==> config.mk <==
export PLATFORM = sky130hd
export DESIGN_NAME = hc112_ctrl_flat
export DESIGN_NICKNAME = d
export VERILOG_FILES = /design/src/rtl/hc112_ctrl_if.sv /design/src/rtl/hc112_ctrl.sv /design/src/flat_wrapper.sv
export SDC_FILE = /design/constraint.sdc
export NUM_CORES = 1
export LEC_CHECK = 0
export CAP_MARGIN = 20
export CORE_UTILIZATION = 45
export DETAILED_ROUTE_END_ITERATION = 10
export GPL_TIMING_DRIVEN = 0
export PLACE_DENSITY = 0.66
export SLEW_MARGIN = 20
export SYNTH_ARGS = -nofsm -noshare
export SYNTH_HDL_FRONTEND = slang
export SYNTH_SLANG_ARGS = --single-unit
==> constraint.sdc <==
create_clock -name clk -period 5.2 [get_ports clk]
set_clock_uncertainty 0.1 [all_clocks]
set_input_delay 1.04 -clock clk [delete_from_list [all_inputs] [get_ports clk]]
set_output_delay 1.04 -clock clk [all_outputs]
set_load 0.005 [all_outputs]
==> src/rtl/hc112_ctrl_if.sv <==
// Bundle between hc112_ctrl and its surroundings: two requester ports,
// status, and the pins of the dual JK flip-flop device.
interface hc112_ctrl_if;
  logic       req_a;
  logic [2:0] cmd_a;
  logic       ch_a;
  logic       ack_a;
  logic       err_a;
  logic       req_b;
  logic [2:0] cmd_b;
  logic       ch_b;
  logic       ack_b;
  logic       err_b;
  logic       busy;
  logic [7:0] err_cnt;
  logic       j1, k1, s1, r1, clk1;
  logic       j2, k2, s2, r2, clk2;
  logic       q1, q2;

  // master: requesters plus the flip-flop outputs feeding back
  modport master (
    output req_a, cmd_a, ch_a, req_b, cmd_b, ch_b, q1, q2,
    input  ack_a, err_a, ack_b, err_b, busy, err_cnt,
    input  j1, k1, s1, r1, clk1, j2, k2, s2, r2, clk2
  );

  modport slave (
    input  req_a, cmd_a, ch_a, req_b, cmd_b, ch_b, q1, q2,
    output ack_a, err_a, ack_b, err_b, busy, err_cnt,
    output j1, k1, s1, r1, clk1, j2, k2, s2, r2, clk2
  );
endinterface

==> src/rtl/hc112_ctrl.sv <==
// Round-robin command sequencer for a dual JK flip-flop: drives J/K/S/R and
// the device clock for the granted channel, then reads Q back and reports.
module hc112_ctrl #(
  parameter int SETUP_CYC = 2,
  parameter int PULSE_CYC = 2
) (
  input logic         clk,
  input logic         rst,
  hc112_ctrl_if.slave bus
);

  localparam logic [2:0] ST_IDLE    = 3'd0;
  localparam logic [2:0] ST_SETUP   = 3'd1;
  localparam logic [2:0] ST_CLKHI   = 3'd2;
  localparam logic [2:0] ST_CLKLO   = 3'd3;
  localparam logic [2:0] ST_ASSERT  = 3'd4;
  localparam logic [2:0] ST_RELEASE = 3'd5;
  localparam logic [2:0] ST_CHECK   = 3'd6;

  localparam logic [2:0] CMD_HOLD   = 3'd0;
  localparam logic [2:0] CMD_LOAD0  = 3'd1;
  localparam logic [2:0] CMD_LOAD1  = 3'd2;
  localparam logic [2:0] CMD_TOGGLE = 3'd3;
  localparam logic [2:0] CMD_SET    = 3'd4;
  localparam logic [2:0] CMD_CLR    = 3'd5;

  localparam logic [7:0] SETUP_LAST = 8'(SETUP_CYC - 1);
  localparam logic [7:0] PULSE_LAST = 8'(PULSE_CYC - 1);

  logic [2:0] state;
  logic [7:0] cnt;
  logic       ptr;
  logic       ch_q;
  logic       id_q;
  logic       exp_q;
  logic       ack_a, err_a, ack_b, err_b;
  logic [7:0] err_cnt;
  logic       j1, k1, s1, r1, ck1;
  logic       j2, k2, s2, r2, ck2;

  logic       grant, gnt_b, sel_ch, sel_q, live_q;
  logic [2:0] sel_cmd;
  logic       last_setup, last_pulse;
  logic       done, done_err, done_id;

  function automatic logic expected_q(input logic [2:0] cmd, input logic q);
    case (cmd)
      CMD_HOLD:   expected_q = q;
      CMD_LOAD0:  expected_q = 1'b0;
      CMD_LOAD1:  expected_q = 1'b1;
      CMD_TOGGLE: expected_q = ~q;
      CMD_SET:    expected_q = 1'b1;
      CMD_CLR:    expected_q = 1'b0;
      default:    expected_q = 1'b0;
    endcase
  endfunction

  function automatic logic [7:0] sat_inc(input logic [7:0] v);
    sat_inc = (v == 8'hFF) ? v : v + 8'd1;
  endfunction

  always_comb begin
    // Pointer only matters on a tie; 0 favours A, 1 favours B.
    gnt_b      = bus.req_b & (~bus.req_a | ptr);
    grant      = bus.req_a | bus.req_b;
    sel_cmd    = gnt_b ? bus.cmd_b : bus.cmd_a;
    sel_ch     = gnt_b ? bus.ch_b : bus.ch_a;
    sel_q      = sel_ch ? bus.q2 : bus.q1;
    live_q     = ch_q ? bus.q2 : bus.q1;
    last_setup = (cnt == SETUP_LAST);
    last_pulse = (cnt == PULSE_LAST);
    done       = 1'b0;
    done_err   = 1'b0;
    done_id    = id_q;
    case (state)
      ST_IDLE: if (grant && sel_cmd > CMD_CLR) begin
        done     = 1'b1;
        done_err = 1'b1;
        done_id  = gnt_b;
      end
      ST_CLKLO: if (last_pulse) begin
        done     = 1'b1;
        done_err = (live_q != exp_q);
      end
      ST_RELEASE: begin
        done     = 1'b1;
        done_err = (live_q != exp_q);
      end
      default: ;
    endcase
  end

  // Ack/Err are registered on the edge entering CHECK so they are high
  // exactly for the CHECK cycle.
  always_ff @(posedge clk or posedge rst) begin
    if (rst) begin
      state   <= ST_IDLE;
      cnt     <= 8'd0;
      ptr     <= 1'b0;
      ch_q    <= 1'b0;
      id_q    <= 1'b0;
      exp_q   <= 1'b0;
      ack_a   <= 1'b0;
      err_a   <= 1'b0;
      ack_b   <= 1'b0;
      err_b   <= 1'b0;
      err_cnt <= 8'd0;
      j1 <= 1'b0; k1 <= 1'b0; s1 <= 1'b1; r1 <= 1'b1; ck1 <= 1'b0;
      j2 <= 1'b0; k2 <= 1'b0; s2 <= 1'b1; r2 <= 1'b1; ck2 <= 1'b0;
    end else begin
      ack_a <= done & ~done_id;
      ack_b <= done & done_id;
      err_a <= done & done_err & ~done_id;
      err_b <= done & done_err & done_id;
      if (done && done_err) err_cnt <= sat_inc(err_cnt);
      case (state)
        ST_IDLE: if (grant) begin
          ch_q  <= sel_ch;
          id_q  <= gnt_b;
          exp_q <= expected_q(sel_cmd, sel_q);
          cnt   <= 8'd0;
          if (sel_cmd <= CMD_TOGGLE) begin
            // J = cmd[1], K = cmd[0] for the four clocked commands
            state <= ST_SETUP;
            j1 <= ~sel_ch & sel_cmd[1];
            k1 <= ~sel_ch & sel_cmd[0];
            j2 <= sel_ch & sel_cmd[1];
            k2 <= sel_ch & sel_cmd[0];
          end else if (sel_cmd <= CMD_CLR) begin
            state <= ST_ASSERT;
            s1 <= ~(~sel_ch & ~sel_cmd[0]);
            r1 <= ~(~sel_ch & sel_cmd[0]);
            s2 <= ~(sel_ch & ~sel_cmd[0]);
            r2 <= ~(sel_ch & sel_cmd[0]);
          end else begin
            state <= ST_CHECK;
          end
        end
        ST_SETUP: if (last_setup) begin
          state <= ST_CLKHI;
          cnt   <= 8'd0;
          ck1   <= ~ch_q;
          ck2   <= ch_q;
        end else begin
          cnt <= cnt + 8'd1;
        end
        ST_CLKHI: if (last_pulse) begin
          state <= ST_CLKLO;
          cnt   <= 8'd0;
          ck1   <= 1'b0;
          ck2   <= 1'b0;
        end else begin
          cnt <= cnt + 8'd1;
        end
        ST_CLKLO: if (last_pulse) begin
          state <= ST_CHECK;
          j1 <= 1'b0; k1 <= 1'b0; j2 <= 1'b0; k2 <= 1'b0;
        end else begin
          cnt <= cnt + 8'd1;
        end
        ST_ASSERT: if (last_pulse) begin
          state <= ST_RELEASE;
          s1 <= 1'b1; r1 <= 1'b1; s2 <= 1'b1; r2 <= 1'b1;
        end else begin
          cnt <= cnt + 8'd1;
        end
        ST_RELEASE: state <= ST_CHECK;
        ST_CHECK: begin
          state <= ST_IDLE;
          ptr   <= ~id_q;
        end
        default: state <= ST_IDLE;
      endcase
    end
  end

  assign bus.ack_a   = ack_a;
  assign bus.err_a   = err_a;
  assign bus.ack_b   = ack_b;
  assign bus.err_b   = err_b;
  assign bus.busy    = (state != ST_IDLE);
  assign bus.err_cnt = err_cnt;
  assign bus.j1      = j1;
  assign bus.k1      = k1;
  assign bus.s1      = s1;
  assign bus.r1      = r1;
  assign bus.clk1    = ck1;
  assign bus.j2      = j2;
  assign bus.k2      = k2;
  assign bus.s2      = s2;
  assign bus.r2      = r2;
  assign bus.clk2    = ck2;

endmodule

==> src/flat_wrapper.sv <==
// flat-port wrapper written by rule: the top's interface ports become plain ports
module hc112_ctrl_flat 
#(
  parameter int SETUP_CYC = 2,
  parameter int PULSE_CYC = 2
)
  (clk, rst, bus_req_a, bus_cmd_a, bus_ch_a, bus_req_b, bus_cmd_b, bus_ch_b, bus_q1, bus_q2, bus_ack_a, bus_err_a, bus_ack_b, bus_err_b, bus_busy, bus_err_cnt, bus_j1, bus_k1, bus_s1, bus_r1, bus_clk1, bus_j2, bus_k2, bus_s2, bus_r2, bus_clk2);
  hc112_ctrl_if bus_i ();
  input logic clk;
  input logic rst;
  input wire logic [$bits(bus_i.req_a)-1:0] bus_req_a;
  input wire logic [$bits(bus_i.cmd_a)-1:0] bus_cmd_a;
  input wire logic [$bits(bus_i.ch_a)-1:0] bus_ch_a;
  input wire logic [$bits(bus_i.req_b)-1:0] bus_req_b;
  input wire logic [$bits(bus_i.cmd_b)-1:0] bus_cmd_b;
  input wire logic [$bits(bus_i.ch_b)-1:0] bus_ch_b;
  input wire logic [$bits(bus_i.q1)-1:0] bus_q1;
  input wire logic [$bits(bus_i.q2)-1:0] bus_q2;
  output wire logic [$bits(bus_i.ack_a)-1:0] bus_ack_a;
  output wire logic [$bits(bus_i.err_a)-1:0] bus_err_a;
  output wire logic [$bits(bus_i.ack_b)-1:0] bus_ack_b;
  output wire logic [$bits(bus_i.err_b)-1:0] bus_err_b;
  output wire logic [$bits(bus_i.busy)-1:0] bus_busy;
  output wire logic [$bits(bus_i.err_cnt)-1:0] bus_err_cnt;
  output wire logic [$bits(bus_i.j1)-1:0] bus_j1;
  output wire logic [$bits(bus_i.k1)-1:0] bus_k1;
  output wire logic [$bits(bus_i.s1)-1:0] bus_s1;
  output wire logic [$bits(bus_i.r1)-1:0] bus_r1;
  output wire logic [$bits(bus_i.clk1)-1:0] bus_clk1;
  output wire logic [$bits(bus_i.j2)-1:0] bus_j2;
  output wire logic [$bits(bus_i.k2)-1:0] bus_k2;
  output wire logic [$bits(bus_i.s2)-1:0] bus_s2;
  output wire logic [$bits(bus_i.r2)-1:0] bus_r2;
  output wire logic [$bits(bus_i.clk2)-1:0] bus_clk2;
  assign bus_i.req_a = bus_req_a;
  assign bus_i.cmd_a = bus_cmd_a;
  assign bus_i.ch_a = bus_ch_a;
  assign bus_i.req_b = bus_req_b;
  assign bus_i.cmd_b = bus_cmd_b;
  assign bus_i.ch_b = bus_ch_b;
  assign bus_i.q1 = bus_q1;
  assign bus_i.q2 = bus_q2;
  assign bus_ack_a = bus_i.ack_a;
  assign bus_err_a = bus_i.err_a;
  assign bus_ack_b = bus_i.ack_b;
  assign bus_err_b = bus_i.err_b;
  assign bus_busy = bus_i.busy;
  assign bus_err_cnt = bus_i.err_cnt;
  assign bus_j1 = bus_i.j1;
  assign bus_k1 = bus_i.k1;
  assign bus_s1 = bus_i.s1;
  assign bus_r1 = bus_i.r1;
  assign bus_clk1 = bus_i.clk1;
  assign bus_j2 = bus_i.j2;
  assign bus_k2 = bus_i.k2;
  assign bus_s2 = bus_i.s2;
  assign bus_r2 = bus_i.r2;
  assign bus_clk2 = bus_i.clk2;
  hc112_ctrl #(.SETUP_CYC(SETUP_CYC), .PULSE_CYC(PULSE_CYC)) u_core (.clk(clk), .rst(rst), .bus(bus_i));
endmodule
==> results of run 1 <==
-- worst max path at each step --
| stage | from | slack [ns] | to | depth (start not counted) |
|---|---|---|---|---|
| after CTS | u_core.state[2]$_DFFE_PP0P_ | 2.27 | bus_busy | 4 |
| final | u_core.state[2]$_DFFE_PP0P_ | 2.28 | bus_busy | 4 |
| after global routing | u_core.state[2]$_DFFE_PP0P_ | 2.19 | bus_busy | 4 |
| after floorplan | bus_req_a | 2.70 | u_core.bus.r2$_DFFE_PP1P_ | 6 |
| after detailed placement | bus_req_a | 2.01 | u_core.bus.s2$_DFFE_PP1P_ | 7 |
| after global placement | bus_req_a | 2.01 | u_core.bus.r2$_DFFE_PP1P_ | 7 |
-- final cells by class --
class                   instances  area (sq um)
fillers                       404          1817
repair buffers                 36         370.4
well taps                      52         65.06
clock buffers                   6         72.57
plain buffers                   8         47.55
flip-flops and latches         37         930.9
clock inverters                 2         10.01
inverters                       8         30.03
multi-input cells             164          1161
-- power breakdown --
group          internal (uW)  total, uW  switching, uW
Combinational            332        651            318
Clock                   92.8        196            103
Sequential               396        482           86.0
-- worst max-delay path, cell delays in order (launching register included) --
cell and delay (ns):
dfrtp_1 0.38, buf_6 0.15, nor3_4 0.26, inv_1 0.21
clkdlybuf4s50_1 0.49
-- cells in the final DEF, fill, tap and decap left out, types with 7 or more instances in the layout --
cell type / instances
nor2_1: 22
nor3_1: 7
mux2_2: 11
nand2_1: 16
inv_1: 7
xor2_1: 7
o21ai_0: 12
dfrtp_1: 33
nand3_1: 10
clkdlybuf4s50_1: 35
-- stage by stage --
step                cells  utilization, %  area, sq um  setup WS (ns)
finish                313           59.67         2688          2.280
CTS                   313           59.67         2688          2.273
global placement      304           57.39         2585          2.006
floorplan             217               -         2170          2.699
detailed placement    305           57.83         2605          2.012
global route          313           59.67         2688          2.188
-- metal layers --
layer | vias up | global-route usage [%]
met3 | 6 | 5.204
li1 | 872 | -
met1 | 846 | 30.17
met5 | - | 0
met2 | 43 | 28.89
met4 | 0 | 7.333
-- logic make-up (layout without fill, tap and decap cells) --
group | Yosys count | in the layout | share of synthesized area (%)
compound gates | 49 | 49 | 16.73
xor+xnor | 13 | 13 | 5.248
fa+ha+maj | 3 | 3 | 1.730
buf+inv | 16 | 60 | 3.575
flops | 37 | 37 | 42.91
mux | 17 | 17 | 8.708
simple gates | 82 | 82 | 21.11
==> impl_metrics.csv, run 1 <==
group,metric,value,unit
floorplanning,die_h,71.44,um
timing,max_freq,342.5,MHz
timing,period_minus_slack,2.920,ns
cts,cts_buffers,5,
drt,ant_nets,0,
synthesis,syn_inst,217,
timing,hold_violations,0,
timing,finalSetupViolCount,0,
synthesis,yosysTopAreaCell,"dfrtp_1",
synthesis,ys_types,51,
cts,path_clk_slew,0.07,ns
floorplanning,rows,24,
floorplanning,io_pins,37,
drt,wl_met2,1999,um
grt,grt_max_degree,25,
finish,antenna_cells,0,
power,powerDensity,494.5,nW/um^2
setup_path,reg2reg_slack,2.91,ns
finish,reg.largest.list,"u_core.bus.err_cnt: 8 flops, u_core.cnt: 8 flops, u_core.state: 3 flops",
worst_hold_path,hold_depth,1,
outcome,status,"finished clean",
synthesis,syn-cell-area,2170,sq um
synthesis,synth_edf_count,0,
synthesis,ys_seq_area_share,42.91,%
timing,whs,0.4041,ns
cts,cts_tree,"yes",
timing,slew_violations,0,
setup_path,cp.required,4.06,ns
setup_path,reg2reg_to,"u_core.bus.err_cnt[1]$_DFFE_PP0P_",
timing,grt_setup_unrepaired,"no",
timing,min_period_over_period,56.15,%
cts,cts.root.buffer_cell,"clkbuf_8",
drt,routed_via_density,5.645,
setup_path,startpoint_type,"register",
grt,grt_pass1_wl,7969,um
drt,wl_met1,2402,um
setup_path,cp_max_fo,10,
synthesis,synth_async_sr_flop_share,100.0,%
drt,routedWlPerCell,14.91,um
synthesis,syn_avg_cell_area,9.998,sq um
synthesis,yosysWarningCount,0,
drt,wirelength,4666,um
drt,drc_errors,0,
timing,worst_slew_pin_slew,0.5765,ns
synthesis,ys_ff_latch,37,
floorplanning,die_width,71.44,um
worst_hold_path,hold_start,"u_core.bus.err_cnt[5]$_DFFE_PP0P_",
setup_path,crit_type,"register to output pin",
floorplanning,die-area,5103,sq um
cts,htree_levels,2,
cts,clock-sinks,37,
timing,tns,0,ns
cts,hold_buffers,0,
setup_path,r2r_cells,7,
synthesis,synthFlopType,"dfrtp_1",
power,p_leak,0.001147,uW
worst_hold_path,hp-class,"register to register",
synthesis,syn-num-nets,234,
setup_path,crit_arrival,1.78,ns
synthesis,synth.most_common_cell,"dfrtp_1",
timing,relSlewSlack,60.46,%
grt,grt_usage,20.41,%
grt,grt_antenna_before_repair,0,
synthesis,ys_top_cells_by_area,"dfrtp_1 (38%), mux2_2 (5.7%), dfstp_2 (4.8%)",
worst_hold_path,min_to,"u_core.bus.err_cnt[5]$_DFFE_PP0P_",
power,power.total,1329,uW
grt,first_global_vias,1659,
drt,drtPass1Iterations,4,
place,routabilityCongestion,0.8335,
synthesis,synth_top_area_share,38.06,%
cts,clk_latency,0.29,ns
drt,wl_met3,202,um
drt,drt_iter0_drc,99,
drt,top_layer,"met4",
grt,grt_overflow_total,0,
finish,final_nets,277,
job,maxCapViolations,0,
floorplanning,core_area,4504,sq um
synthesis,synthTopCellsByCount,"dfrtp_1 (33), nor2_1 (22), nand2_1 (16)",
place,place_hpwl,3491,um
cts,cts_setup_buffers,0,
floorplanning,initial_utilization,48.17,%
cts,cts.path.max_buffers,2,
power,peakVddDrop,0.0002191,V
finish,syn_to_final_growth,23.88,%
setup_path,end_kind,"output pin",
cts,ctsResizeCount,0,
drt,vias,1767,
setup_path,r2r_start,"u_core.cnt[1]$_DFFE_PP0P_",
place,io_buffers,35,
finish,drive_gt1_share,15.33,%
Note: power is estimated with default switching activity, not from simulation.
==> inputs of run 2 (changes only) <==
==> constraint.sdc (replaced) <==
create_clock -name clk -period 3 [get_ports clk]
set_clock_uncertainty 0.1 [all_clocks]
set_input_delay 0.6 -clock clk [delete_from_list [all_inputs] [get_ports clk]]
set_output_delay 0.6 -clock clk [all_outputs]
set_load 0.005 [all_outputs]
==> results of run 2 <==
The final DEF is identical to that of run 1. Status: finished clean.
Among the figures that moved: setup slack after placement 2.012 ns -> 0.2518 ns; setup slack after layout 2.280 ns -> 0.5204 ns; register-to-register setup slack 2.91 ns -> 0.71 ns; total power 1329 uW -> 2303 uW; worst IR drop on VDD 0.0002191 V -> 0.0003797 V
==> inputs of run 3 (changes only) <==
--- a/config.mk
+++ b/config.mk
@@ -9,7 +9,7 @@
 export CORE_UTILIZATION = 45
 export DETAILED_ROUTE_END_ITERATION = 10
 export GPL_TIMING_DRIVEN = 0
-export PLACE_DENSITY = 0.66
+export PLACE_DENSITY = 0.68
 export SLEW_MARGIN = 20
 export SYNTH_ARGS = -nofsm -noshare
 export SYNTH_HDL_FRONTEND = slang
==> constraint.sdc (replaced) <==
create_clock -name clk -period 2.1 [get_ports clk]
set_clock_uncertainty 0.1 [all_clocks]
set_input_delay 0.42 -clock clk [delete_from_list [all_inputs] [get_ports clk]]
set_output_delay 0.42 -clock clk [all_outputs]
set_load 0.005 [all_outputs]
==> run 3 against run 2 <==
Global-route usage up 0.55 points. Critical path type is now register to register. Sequential power up 42%. Non-clock buffer count up 6. Clock power up 51%. Routed wire length up 2.4%. First-iteration DRC count up 31%. Highest routed layer unchanged. Largest power group unchanged. Sequential share of layout area down 1.1 points.
==> impl_metrics.csv, run 3 (synthesis gave the netlist of run 1 again) <==
group,metric,value,unit
finish,final_nets,283,
setup_path,startpoint_type,"register",
timing,max_freq,486.5,MHz
place,io_buffers,35,
finish,reg.largest.list,"u_core.bus.err_cnt: 8 flops, u_core.cnt: 8 flops, u_core.state: 3 flops",
drt,ant_nets,0,
job,maxCapViolations,0,
cts,htree_levels,2,
grt,grt_overflow_total,0,
timing,slew_violations,0,
setup_path,crit_arrival,2.18,ns
timing,relSlewSlack,61.60,%
grt,first_global_vias,1684,
floorplanning,die-area,5103,sq um
finish,final_cells,319,
timing,period_minus_slack,2.055,ns
grt,grt_antenna_before_repair,0,
finish,syn_to_final_growth,28.03,%
floorplanning,rows,24,
drt,wirelength,4779,um
drt,drt_iter0_drc,130,
grt,grt_usage,20.96,%
floorplanning,core_area,4504,sq um
setup_path,end_kind,"register",
finish,final_common_cell,"dfrtp_1",
grt,grtUsageMet1,31.61,%
timing,whs,0.3536,ns
cts,clk_latency,0.29,ns
timing,grt_setup_unrepaired,"yes",
setup_path,cp.required,2.22,ns
finish,antenna_cells,0,
finish,final_util,61.67,%
cts,hold_buffers,0,
power,p_leak,0.001215,uW
setup_path,crit_type,"register to register",
timing,worst_slew_pin_slew,0.5600,ns
grt,grt_max_degree,21,
grt,top_usage_layer,"met1",
power,power.total,3465,uW
setup_path,cp_max_fo,7,
timing,hold_violations,0,
place,post-place-ws,-0.4723,ns
worst_hold_path,hp-class,"input port to asynchronous set/reset pin",
finish,drive_gt1_share,19.10,%
place,place_hpwl,3546,um
power,peakVddDrop,0.0005934,V
floorplanning,io_pins,37,
floorplanning,die_width,71.44,um
place,dp_cells,305,
drt,drtPass1Iterations,4,
cts,path_clk_slew,0.07,ns
cts,clock-sinks,37,
timing,min_period_over_period,97.87,%
cts,cts_buffers,5,
outcome,status,"finished clean",
drt,routedWlPerCell,14.98,um
floorplanning,die_h,71.44,um
timing,finalSetupViolCount,0,
grt,use_met2,29.10,%
finish,layout_common_cells,"dfrtp_1 (33), clkdlybuf4s50_1 (32), nor2_1 (21)",
grt,grt_pass1_wl,8197,um
drt,routed_via_density,5.514,
cts,cts.path.max_buffers,2,
drt,drc_errors,0,
drt,vias,1759,
cts,cts.root.buffer_cell,"clkbuf_8",
cts,cts_tree,"yes",
floorplanning,initial_utilization,48.17,%
timing,fin_ws,0.04467,ns
grt,use_met3,4.501,%
place,routabilityCongestion,0.8902,
power,powerDensity,1247,nW/um^2
==> run 3: final timing paths <==
check | start | endpoint | slack, ns | cells past startpoint
worst max register to register | u_core.ptr$_DFFE_PP0N_ | u_core.bus.r2$_DFFE_PP1P_ | 0.04 | 6
max in group asynchronous | rst | u_core.bus.s1$_DFFE_PP1P_ | 1.02 | 3
min in group clk | u_core.bus.j1$_DFFE_PP0P_ | u_core.bus.j1$_DFFE_PP0P_ | 0.41 | 1
worst max-delay path | u_core.ptr$_DFFE_PP0N_ | u_core.bus.r2$_DFFE_PP1P_ | 0.04 | 6
worst min register to register | u_core.bus.j1$_DFFE_PP0P_ | u_core.bus.j1$_DFFE_PP0P_ | 0.41 | 1
worst min-delay path | rst | u_core.bus.j1$_DFFE_PP0P_ | 0.35 | 2
==> run 3: area by class of cell <==
class	instances	area (sq um)
clock buffer	8	90.09
buffer	7	46.29
tap	52	65.06
inverter	8	30.03
fill	413	1727
multi-input combinational	164	1185
timing repair buffer	43	430.4
sequential	37	930.9
==> run 3: metrics by stage <==
step | area (sq um) | TNS [ns]
after detailed placement | 2613 | -5.942
final | 2778 | 0
after floorplan | 2170 | 0
after global routing | 2778 | -0.04683
after CTS | 2748 | -0.02601
after global placement | 2585 | -10.58
==> run 3: critical path, cell delays in order (launching register included) <==
cell and delay, ns:
dfrtp_1 0.40, nand2b_1 0.16, buf_6 0.14, nand2_4 0.12
mux2_2 0.37, o31ai_4 0.31, mux2_2 0.38
==> run 3: power breakdown <==
part           total, uW  internal (uW)  switching, uW
sequential          1190            981            204
clock                515            268            247
combinational       1770            925            840
total               3470           2170           1290
==> run 3: timing repair <==
item	in CTS	in global routing
gates resized for setup	9	5
setup endpoints to repair	13	18
setup buffers	4	3
pin swaps	2	4
==> run 3: routing by layer <==
metal / wire length [um] / part of all wire, %
met5: 0 / 0
met4: 43 / 0.90
met3: 270 / 5.6
met2: 2133 / 45
met1: 2332 / 49
